File: config.mk
export PLATFORM = sky130hd
export DESIGN_NAME = mem_port_arbiter
export DESIGN_NICKNAME = d
export VERILOG_FILES = /design/src/rtl/mem_port_arbiter.sv
export SDC_FILE = /design/constraint.sdc
export NUM_CORES = 1
export LEC_CHECK = 0
export BUFFER_PORTS_ARGS = -buffer_cell sky130_fd_sc_hd__buf_2
export CAP_MARGIN = 5
export CORE_MARGIN = 2
export CORE_UTILIZATION = 29
export DETAILED_ROUTE_END_ITERATION = 10
export MAX_ROUTING_LAYER = met4
export PLACE_DENSITY = 0.61
export SYNTH_ARGS = -nofsm -noshare
export SYNTH_HDL_FRONTEND = slang
export SYNTH_SLANG_ARGS = --single-unit
File: constraint.sdc
create_clock -name clk -period 4.8 [get_ports clk]
set_input_delay 0.96 -clock clk [delete_from_list [all_inputs] [get_ports clk]]
set_output_delay 0.96 -clock clk [all_outputs]
set_load 0.02 [all_outputs]
File: src/rtl/mem_port_arbiter.sv
`default_nettype none
// ==========================================================================
// mem_port_arbiter: shares one single-ported memory between IF and MEM ports
// Rev 1.0
// ==========================================================================
module mem_port_arbiter #(
  parameter int DM_ADDRESS = 9,
  parameter int DATA_W     = 32,
  parameter int MEM_LAT    = 2,
  parameter int STARVE_MAX = 4
) (
  input  logic                  clk,
  input  logic                  reset,
  input  logic                  if_req,
  input  logic [DM_ADDRESS-1:0] if_addr,
  output logic [DATA_W-1:0]     if_rdata,
  output logic                  if_valid,
  output logic                  if_stall,
  input  logic                  dm_req,
  input  logic                  dm_we,
  input  logic [DM_ADDRESS-1:0] dm_addr,
  input  logic [DATA_W-1:0]     dm_wdata,
  input  logic [2:0]            dm_funct3,
  output logic [DATA_W-1:0]     dm_rdata,
  output logic                  dm_valid,
  output logic                  dm_stall,
  output logic                  mem_en,
  output logic                  mem_we,
  output logic [DM_ADDRESS-1:0] mem_addr,
  output logic [DATA_W-1:0]     mem_wdata,
  output logic [2:0]            mem_funct3,
  input  logic [DATA_W-1:0]     mem_rdata,
  output logic                  busy
);

  localparam int          LAT_W    = $clog2(MEM_LAT + 1);
  localparam int          STARVE_W = $clog2(STARVE_MAX + 1);
  localparam logic [2:0]  F3_WORD  = 3'b010;

  typedef enum logic [1:0] {
    S_IDLE  = 2'd0,
    S_ISSUE = 2'd1,
    S_WAIT  = 2'd2,
    S_RESP  = 2'd3
  } state_t;

  state_t                state_q, state_d;
  logic                  owner_dm_q, owner_dm_d;
  logic                  we_q, we_d;
  logic [DM_ADDRESS-1:0] addr_q, addr_d;
  logic [DATA_W-1:0]     wdata_q, wdata_d;
  logic [2:0]            funct3_q, funct3_d;
  logic [LAT_W-1:0]      lat_cnt_q, lat_cnt_d;
  logic [STARVE_W-1:0]   starve_cnt_q, starve_cnt_d;
  logic [DATA_W-1:0]     if_rdata_q, if_rdata_d;
  logic [DATA_W-1:0]     dm_rdata_q, dm_rdata_d;
  logic                  grant_dm;

  // Data wins unless the fetch port has already lost STARVE_MAX grants in a row.
  assign grant_dm = dm_req && !(if_req && (starve_cnt_q == STARVE_W'(STARVE_MAX)));

  always_comb begin
    state_d      = state_q;
    owner_dm_d   = owner_dm_q;
    we_d         = we_q;
    addr_d       = addr_q;
    wdata_d      = wdata_q;
    funct3_d     = funct3_q;
    lat_cnt_d    = lat_cnt_q;
    starve_cnt_d = starve_cnt_q;
    if_rdata_d   = if_rdata_q;
    dm_rdata_d   = dm_rdata_q;

    case (state_q)
      S_IDLE: begin
        if (grant_dm) begin
          owner_dm_d = 1'b1;
          we_d       = dm_we;
          addr_d     = dm_addr;
          wdata_d    = dm_wdata;
          funct3_d   = dm_funct3;
          state_d    = S_ISSUE;
          if (!if_req) begin
            starve_cnt_d = '0;
          end else if (starve_cnt_q != STARVE_W'(STARVE_MAX)) begin
            starve_cnt_d = starve_cnt_q + STARVE_W'(1);
          end
        end else if (if_req) begin
          owner_dm_d   = 1'b0;
          we_d         = 1'b0;
          addr_d       = if_addr;
          wdata_d      = '0;
          funct3_d     = F3_WORD;
          starve_cnt_d = '0;
          state_d      = S_ISSUE;
        end
      end
      S_ISSUE: begin
        lat_cnt_d = LAT_W'(MEM_LAT);
        state_d   = S_WAIT;
      end
      S_WAIT: begin
        lat_cnt_d = lat_cnt_q - LAT_W'(1);
        if (lat_cnt_q == LAT_W'(1)) begin
          state_d = S_RESP;
          if (owner_dm_q && !we_q) begin
            dm_rdata_d = mem_rdata;
          end else if (!owner_dm_q) begin
            if_rdata_d = mem_rdata;
          end
        end
      end
      S_RESP: begin
        state_d = S_IDLE;
      end
      default: begin
        state_d = S_IDLE;
      end
    endcase
  end

  always_ff @(posedge clk) begin
    if (!reset) begin
      state_q      <= S_IDLE;
      owner_dm_q   <= 1'b0;
      we_q         <= 1'b0;
      addr_q       <= '0;
      wdata_q      <= '0;
      funct3_q     <= '0;
      lat_cnt_q    <= '0;
      starve_cnt_q <= '0;
      if_rdata_q   <= '0;
      dm_rdata_q   <= '0;
    end else begin
      state_q      <= state_d;
      owner_dm_q   <= owner_dm_d;
      we_q         <= we_d;
      addr_q       <= addr_d;
      wdata_q      <= wdata_d;
      funct3_q     <= funct3_d;
      lat_cnt_q    <= lat_cnt_d;
      starve_cnt_q <= starve_cnt_d;
      if_rdata_q   <= if_rdata_d;
      dm_rdata_q   <= dm_rdata_d;
    end
  end

  assign mem_en     = (state_q == S_ISSUE);
  assign mem_we     = mem_en && owner_dm_q && we_q;
  assign mem_addr   = addr_q;
  assign mem_wdata  = wdata_q;
  assign mem_funct3 = funct3_q;

  assign if_valid   = (state_q == S_RESP) && !owner_dm_q;
  assign dm_valid   = (state_q == S_RESP) && owner_dm_q;
  assign if_rdata   = if_rdata_q;
  assign dm_rdata   = dm_rdata_q;
  assign if_stall   = if_req && !if_valid;
  assign dm_stall   = dm_req && !dm_valid;
  assign busy       = (state_q != S_IDLE);

endmodule
`default_nettype wire

==> Word-level counts from Yosys, hierarchy flattened <==
Cells that the tools add are included.
{ "totals": {"ff_bits": 117, "output_inout_bits": 115, "romBits": 0, "input_bits": 90, "ram_bits": 0, "n_memories": 0, "latchBits": 0} }
{ "classes": {"n_lt_le_gt_ge": 0, "n_addsub": 2, "n_shift": 0, "reduce_logical": 23, "eq_ne": 9, "div": 0, "mux": 18, "n_bitwise": 2, "n_mul": 0} }
{ "op_table": {"columns": ["op", "count"], "rows": [
  ["$mux W32", 2],
  ["$mux W3", 6],
  ["$mux W9", 2],
  ["$logic_and A1 B1 Y1", 9],
  ["$pmux W2 S4", 1],
  ["$mux W2", 3],
  ["$ne A3 B3 Y1 const B", 2],
  ["$reduce_and A3 Y1", 2],
  ["$reduce_bool A2 Y1", 3],
  ["$logic_not A1 Y1", 5],
  ["$eq A2 B1 Y1 const B", 2],
  ["$eq A2 B2 Y1 const B", 2],
  ["$pmux W2 S2", 1],
  ["$reduce_and A2 Y1", 2],
  ["$reduce_and A4 Y1", 1],
  ["$add A3 B1 Y3 const B", 1],
  ["$eq A3 B3 Y1 const B", 1],
  ["$mux W1", 3],
  ["$ne A3 B2 Y1 const B", 1],
  ["$logic_not A2 Y1", 1],
  ["$ne A2 B2 Y1 const B", 1],
  ["$not A1 Y1", 2],
  ["$sub A2 B1 Y2 const B", 1]
]} }

==> Logic depth before layout (Yosys ltp) <==
Gate-level depths: netlist of the first run.
{ "depth": {"word_depth": 6, "ltp_mapped": 7, "depth_no_buf": 5} }

==> Worst setup path before layout of the first run <==
Ideal clock, no wire load.
{ "synth_path": {"path_kind": "input-to-output", "startpoint": "in dm_req", "endpoint": "out dm_stall", "required_time_ps": 3840, "cell_stages": 3, "t_arrival_ps": 1487, "slack_ps": 2353, "cell_sequence": "inv_1 clkbuf_1 nor2_1"} }
{ "synth_between": {"elab_chain_len": 1} }
{ "synth_lines": {"columns": ["item", "line", "rtl"], "rows": [
  ["from (decl)", "19", "input logic dm_req,"],
  ["$logic_and A1 B1 Y1", "159", "assign dm_stall = dm_req && !dm_valid;"],
  ["to (decl)", "26", "output logic dm_stall,"]
]} }
Every way passes these cells.

==> Worst setup path in the final report of the first run <==
Ends and elaborated chain as after synthesis.

==> impl_metrics.csv, run 1 <==
group,metric,value,unit
detailed_routing,remaining_drc_errors,0,
clock_tree,clock_sink_count,117,
critical_path,critical_path.endpoint_type,"output pin",
final_layout,final_cell_mix,"204 x sky130_fd_sc_hd__buf_2, 132 x sky130_fd_sc_hd__nand2_1, 117 x sky130_fd_sc_hd__dfxtp_1",
sta,total_count_of_hold_check_failures_in_the_final_report,0,
logic_synthesis,yosysSeqAreaShare,55.8,%
final_layout,layoutNonFillerInstCount,859,
logic_synthesis,synth.top_cell.area_share,55.8,%
outcome,outcome,"completed",
logic_synthesis,synthDistinctLibCells,36,
clock_tree,cts-resized-gates,0,
detailed_routing,drt_iter0_markers,278,
logic_synthesis,post_synth_main_area_contributors,"sky130_fd_sc_hd__dfxtp_1 56%, sky130_fd_sc_hd__nand2_1 12%, sky130_fd_sc_hd__a21oi_1 9.2%",
sta,postLayoutSetupSlackWorst,2.08,ns
sta,maxSlewViolCount,0,
global_routing,antenna_found_initial,1,
clock_tree,cts.htree.levels,4,
detailed_routing,average_detailed_routed_wire_length_per_instance,14.1,um
logic_synthesis,edff_count_synth,0,
global_routing,vias_in_the_first_global_route,3833,
detailed_routing,drt.antenna.violating_nets,0,
sta,maxSlewHeadroom,24.1,%
min_path,hold_end,"dm_rdata[13]$_SDFFE_PN0P_",
job,maxCapViolations,0,
sta,layout_skew,0.00717,ns
floorplan,dieArea,15500,um2
final_layout,fillCellCount,1396,
floorplan,placement_rows,43,
critical_path,category_of_the_critical_setup_timing_path,"primary input to output pin",
sta,rsz_0062_raised_after_global_routing,"no",
logic_synthesis,postSynth.asyncResetShare,0,%
sta,timing_worst_slew_pin_value,1.13,ns
detailed_routing,dr_total_vias,4067,
logic_synthesis,synthesis.yosys.warnings,0,
sta,fin_setup_tns,0,ns
final_layout,mostFrequentLayoutCell,"sky130_fd_sc_hd__buf_2",
global_routing,grt_pass1_wl,19.2,mm
final_layout,finalCoreUtilization,42.2,%
final_layout,final_net_count,762,
clock_tree,postCtsSetupRepairBufs,0,
sta,max_freq,367,MHz
clock_tree,max_root_sink_buffers,2,
sta,setup_violations,0,
global_routing,grt_max_degree,72,
logic_synthesis,synth_largest_area_cell,"sky130_fd_sc_hd__dfxtp_1",
critical_path,worst_setup_path_start_kind,"primary input",
clock_tree,numCtsBuffers,17,
logic_synthesis,syn_nets,566,
min_path,holdPathStages,2,
critical_path,worst_r2r_startpoint,"state_q[0]$_SDFFE_PN0P_",
floorplan,initial_utilization,30.0,%
place,dp_slack,2.09,ns
detailed_routing,finalWirelength,12.1,mm
min_path,hold_path_startpoint,"dm_rdata[13]$_SDFFE_PN0P_",
power_and_ir_drop,p_per_area,483,nW/um2
global_routing,grt_util_all_layers,16.0,%
critical_path,critical_path.max_fanout,15,
logic_synthesis,ys_dominant_reg_cell,"sky130_fd_sc_hd__dfxtp_1",
final_layout,areaGrowthSynthToFinish,40.6,%
min_path,hold_path_class,"flip-flop to flip-flop",
floorplan,core,14000,um2
critical_path,regToRegEndpoint,"mem_wdata[10]$_SDFFE_PN0P_",
global_routing,grt_remaining_overflow,0,
clock_tree,clkLatencyLatePin,0.40,ns
sta,layout_worst_path_cycle_share,56.8,%
logic_synthesis,post_synthesis_register_bit_count,117,
critical_path,setup.reg_to_reg.worst_slack,2.99,ns
sta,final.min_clock_period,2.72,ns
floorplan,dieHeight,124,um
floorplan,num_io_pins,205,
clock_tree,cts.root.buffer_cell,"sky130_fd_sc_hd__clkbuf_16",
place,gpl.final_weighted_congestion,0.884,
clock_tree,worst_setup_hold_path_clk_slew,0.05,ns
place,dp_hpwl,8.57,mm
logic_synthesis,post_synth_instance_area,4200,um2
sta,timing.hold.ws,0.451,ns
critical_path,reg2reg_depth,6,
logic_synthesis,avgSynthCellArea,8.95,um2
place,port_buffers,204,
power_and_ir_drop,p_leak,2.69,nW
floorplan,floorplan_die_width,124,um
logic_synthesis,postSynthCellCount,469,
detailed_routing,route.detailed.vias_per_inst,4.73,
clock_tree,ctsHoldBuffers,0,
power_and_ir_drop,vdd.ir_drop.worst,224,uV
critical_path,cp.arrival,1.76,ns
clock_tree,cts_tree,"built",
detailed_routing,firstDrtPassIters,4,
place,dp_cells,826,
critical_path,cp.required,3.84,ns
final_layout,drive_gt1_share,36.4,%
## cell type report
type	instances	area, um2	area share [%]
tap	180	225	3.81
inverter	8	30.0	0.508
sequential	117	2340	39.7
multi-input combinational	310	1660	28.2
antenna	1	2.50	0.0424
timing repair buffer	211	1070	18.2
clock buffer	22	464	7.86
clock inverter	10	105	1.78
## cells in the mapped netlist, types with 2 or more instances
library cell and instances:
sky130_fd_sc_hd__nor2b_1 2, sky130_fd_sc_hd__nand3_1 3, sky130_fd_sc_hd__clkbuf_1 22, sky130_fd_sc_hd__buf_6 5
sky130_fd_sc_hd__and3b_1 2, sky130_fd_sc_hd__a31oi_1 9, sky130_fd_sc_hd__o21ai_0 20, sky130_fd_sc_hd__inv_1 7
sky130_fd_sc_hd__ha_1 7, sky130_fd_sc_hd__nand2_1 132, sky130_fd_sc_hd__nor2_1 4, sky130_fd_sc_hd__a22o_1 35
sky130_fd_sc_hd__dfxtp_1 117, sky130_fd_sc_hd__buf_1 6, sky130_fd_sc_hd__a21oi_1 77
## layer usage
layer | global-route usage, % | up-vias | share of wire (%) | wire length, um
li1 | - | 2003 | - | -
met1 | 19.8 | 1877 | 46 | 5540
met2 | 24.3 | 178 | 46 | 5590
met3 | 5.58 | 9 | 6.9 | 835
met4 | 5.55 | 0 | 1.0 | 126
met5 | - | - | 0 | 0
## cell families (layout without fill, tap and decap cells)
| logic type | after synthesis | in the layout | synth area share, % |
|---|---|---|---|
| AOI/OAI and AO/OA | 148 | 148 | 21.6 |
| muxes | 1 | 1 | 0.268 |
| adders and majority gates | 7 | 7 | 2.09 |
| other | 0 | 1 | 0 |
| DFF | 117 | 117 | 55.8 |
| and+or+nand+nor | 154 | 154 | 15.6 |
| buffers and inverters | 42 | 251 | 4.68 |
## worst max path at each step
stage / start / endpoint / slack, ns
final: dm_req / dm_stall / 2.08
after global placement: dm_req / dm_stall / 2.08
after floorplan: dm_req / dm_stall / 2.35
after global routing: dm_req / dm_stall / 2.02
after CTS: dm_req / dm_stall / 2.09
after detailed placement: dm_req / dm_stall / 2.09
## worst max-delay path, stage by stage
cell	delay [ns]
sky130_fd_sc_hd__buf_2	0.24
sky130_fd_sc_hd__inv_1	0.24
sky130_fd_sc_hd__nor2_1	0.14
sky130_fd_sc_hd__buf_2	0.18
## where the power goes
| group | switching [W] | leakage (nW) | internal [W] | total, W |
|---|---|---|---|---|
| clock | 0.000418 | 0.279 | 0.000784 | 0.00120 |
| combinational | 0.000333 | 1.46 | 0.000196 | 0.000529 |
| sequential | 0.0000531 | 0.951 | 0.00107 | 0.00112 |
| total | 0.000804 | 2.69 | 0.00205 | 0.00285 |
## flip-flops by register name (all words and copies together) (netlist names)
register and count:
dm_rdata 32, if_rdata 32, lat_cnt_q 2, mem_addr 9
mem_funct3 3, mem_wdata 32, owner_dm_q 1, starve_cnt_q 3
state_q 2, we_q 1
## through the flow
stage	cell area [um2]	power [W]
6_report	5910	0.00285
5_1_grt	5910	0.00300
4_1_cts	5900	0.00288
3_5_place_dp	5330	0.00167
3_3_place_gp	5330	0.00165
2_1_floorplan	4200	0.00148
Power figures use the tool's default switching activity.
==> run 2: changes to the inputs <==
Settings changed: PLACE_DENSITY 0.61 to 0.63.
Clock period 4.8 ns to 2.43 ns, I/O delays scaled along.
==> impl_metrics.csv, run 2 (same netlist as run 1, synthesis figures left out) <==
group,metric,value,unit
outcome,outcome,"completed",
floorplan,initial_utilization,30.0,%
clock_tree,max_root_sink_buffers,2,
place,placed_cell_area,5350,um2
final_layout,final_cell_mix,"204 x sky130_fd_sc_hd__buf_2, 132 x sky130_fd_sc_hd__nand2_1, 117 x sky130_fd_sc_hd__dfxtp_1",
sta,postLayoutSetupSlackWorst,0.468,ns
sta,rsz_0062_raised_after_global_routing,"no",
detailed_routing,firstDrtPassIters,4,
clock_tree,worst_setup_hold_path_clk_slew,0.05,ns
global_routing,grt_pass1_wl,19.2,mm
clock_tree,postCtsSetupRepairBufs,0,
place,dp_cells,827,
detailed_routing,dr_total_vias,4012,
sta,layout_worst_path_cycle_share,80.8,%
floorplan,num_io_pins,205,
sta,maxSlewViolCount,0,
final_layout,antenna_cell_count,0,
floorplan,placement_rows,43,
floorplan,dieArea,15500,um2
power_and_ir_drop,p_per_area,950,nW/um2
global_routing,antenna_found_initial,0,
min_path,hold_path_class,"primary input to flip-flop",
place,port_buffers,204,
power_and_ir_drop,share_seq_of_total_power,39.4,%
clock_tree,numCtsBuffers,17,
critical_path,setup.reg_to_reg.worst_slack,0.66,ns
sta,final.min_clock_period,1.96,ns
critical_path,worst_setup_path_start_kind,"flip-flop",
clock_tree,clock_sink_count,117,
critical_path,critical_path.endpoint_type,"output pin",
clock_tree,cts.root.buffer_cell,"sky130_fd_sc_hd__clkbuf_16",
sta,setup_violations,0,
detailed_routing,finalWirelength,11.9,mm
detailed_routing,remaining_drc_errors,0,
sta,total_count_of_hold_check_failures_in_the_final_report,0,
floorplan,core,14000,um2
sta,maxSlewHeadroom,73.4,%
power_and_ir_drop,power.switching,0.00159,W
sta,timing_worst_slew_pin_value,0.400,ns
critical_path,reg2reg_depth,6,
place,dp_slack,0.497,ns
power_and_ir_drop,p_int,0.00402,W
floorplan,dieHeight,124,um
global_routing,grt_max_degree,71,
sta,layout_skew,0.00927,ns
critical_path,regToRegEndpoint,"starve_cnt_q[1]$_SDFFE_PN0P_",
critical_path,category_of_the_critical_setup_timing_path,"flip-flop to output pin",
detailed_routing,route.detailed.vias_per_inst,4.68,
final_layout,mostFrequentLayoutCell,"sky130_fd_sc_hd__buf_2",
final_layout,areaGrowthSynthToFinish,40.8,%
min_path,hold_path_startpoint,"dm_wdata[7]",
detailed_routing,drt_iter0_markers,248,
final_layout,final_net_count,763,
min_path,holdPathStages,2,
final_layout,layout.cell_area.non_filler,5910,um2
power_and_ir_drop,fin_total_pwr,0.00561,W
global_routing,grt_remaining_overflow,0,
global_routing,vias_in_the_first_global_route,3735,
clock_tree,clkLatencyLatePin,0.41,ns
global_routing,grt_util_all_layers,16.0,%
sta,fin_setup_tns,0,ns
critical_path,cp.arrival,1.48,ns
clock_tree,cts-resized-gates,0,
clock_tree,cts.htree.levels,4,
final_layout,drive_gt1_share,36.4,%
power_and_ir_drop,p_leak,2.69,nW
sta,max_freq,510,MHz
critical_path,cp.required,1.94,ns
place,gpl.final_weighted_congestion,0.746,
power_and_ir_drop,p_sw_share,28.4,%
detailed_routing,drt.antenna.violating_nets,0,
critical_path,worst_r2r_startpoint,"state_q[0]$_SDFFE_PN0P_",
clock_tree,cts_tree,"built",
floorplan,floorplan_die_width,124,um
place,dp_hpwl,8.08,mm
power_and_ir_drop,clock_power_share,41.9,%
min_path,hold_end,"mem_wdata[7]$_SDFFE_PN0P_",
power_and_ir_drop,vdd.ir_drop.worst,492,uV
detailed_routing,average_detailed_routed_wire_length_per_instance,13.8,um
clock_tree,ctsHoldBuffers,0,
critical_path,critical_path.max_fanout,7,
job,maxCapViolations,0,
final_layout,layoutNonFillerInstCount,858,
power_and_ir_drop,proportion_of_power_drawn_by_combinational_gates,18.7,%
-- run 2: cell types whose count changed in the layout (fill, tap and decap cells not counted), sizes merged --
cell,previous run,this run
clkinvlp,2,3
clkbuf,22,21
clkinv,6,5
diode,1,0
buf,211,212
-- run 2: worst max-delay path by stage --
| stage | startpoint | to | slack [ns] |
|---|---|---|---|
| after global routing | state_q[0]$_SDFFE_PN0P_ | busy | 0.34 |
| after detailed placement | dm_req | mem_wdata[22]$_SDFFE_PN0P_ | 0.50 |
| after global placement | dm_req | starve_cnt_q[1]$_SDFFE_PN0P_ | 0.53 |
| after CTS | state_q[0]$_SDFFE_PN0P_ | busy | 0.43 |
| after floorplan | state_q[0]$_SDFFE_PN0P_ | starve_cnt_q[0]$_SDFFE_PN0P_ | 0.75 |
| final | state_q[0]$_SDFFE_PN0P_ | busy | 0.47 |
-- run 2: metal layers --
metal / vias up / global-route usage, % / share of wire, %
met5: - / - / 0
met4: 0 / 5.82 / 1.4
met3: 16 / 5.20 / 7.3
met2: 168 / 23.6 / 45
met1: 1820 / 20.4 / 47
li1: 2008 / - / -
-- run 2: final cells by class --
cell class | count | area [um2]
Fill cell | 1452 | 8080
Tap cell | 180 | 225
Clock inverter | 10 | 108
Clock buffer | 21 | 450
Multi-Input combinational cell | 310 | 1660
Timing Repair Buffer | 212 | 1090
Sequential cell | 117 | 2340
Inverter | 8 | 30.0
-- run 2: through the flow --
step                      util (%)  hold WS, ns
after floorplan                  -        0.462
after global placement        38.3        0.440
after detailed placement      38.3        0.443
after CTS                     42.3        0.264
after global routing          42.3        0.270
final                         42.3        0.291
-- run 2: critical path: stages (launching register included) --
cell and delay, ns:
sky130_fd_sc_hd__dfxtp_1 0.37, sky130_fd_sc_hd__inv_1 0.10, sky130_fd_sc_hd__ha_1 0.27, sky130_fd_sc_hd__inv_1 0.14
sky130_fd_sc_hd__buf_2 0.19
-- run 2: power groups by stage --
stage / clock [W] / combinational [W] / sequential, W
3_5_place_dp: 0 / 0.00106 / 0.00224
3_3_place_gp: 0 / 0.00105 / 0.00225
6_report: 0.00235 / 0.00105 / 0.00221
4_1_cts: 0.00243 / 0.00106 / 0.00221
2_1_floorplan: 0 / 0.000509 / 0.00242
5_1_grt: 0.00252 / 0.00116 / 0.00223
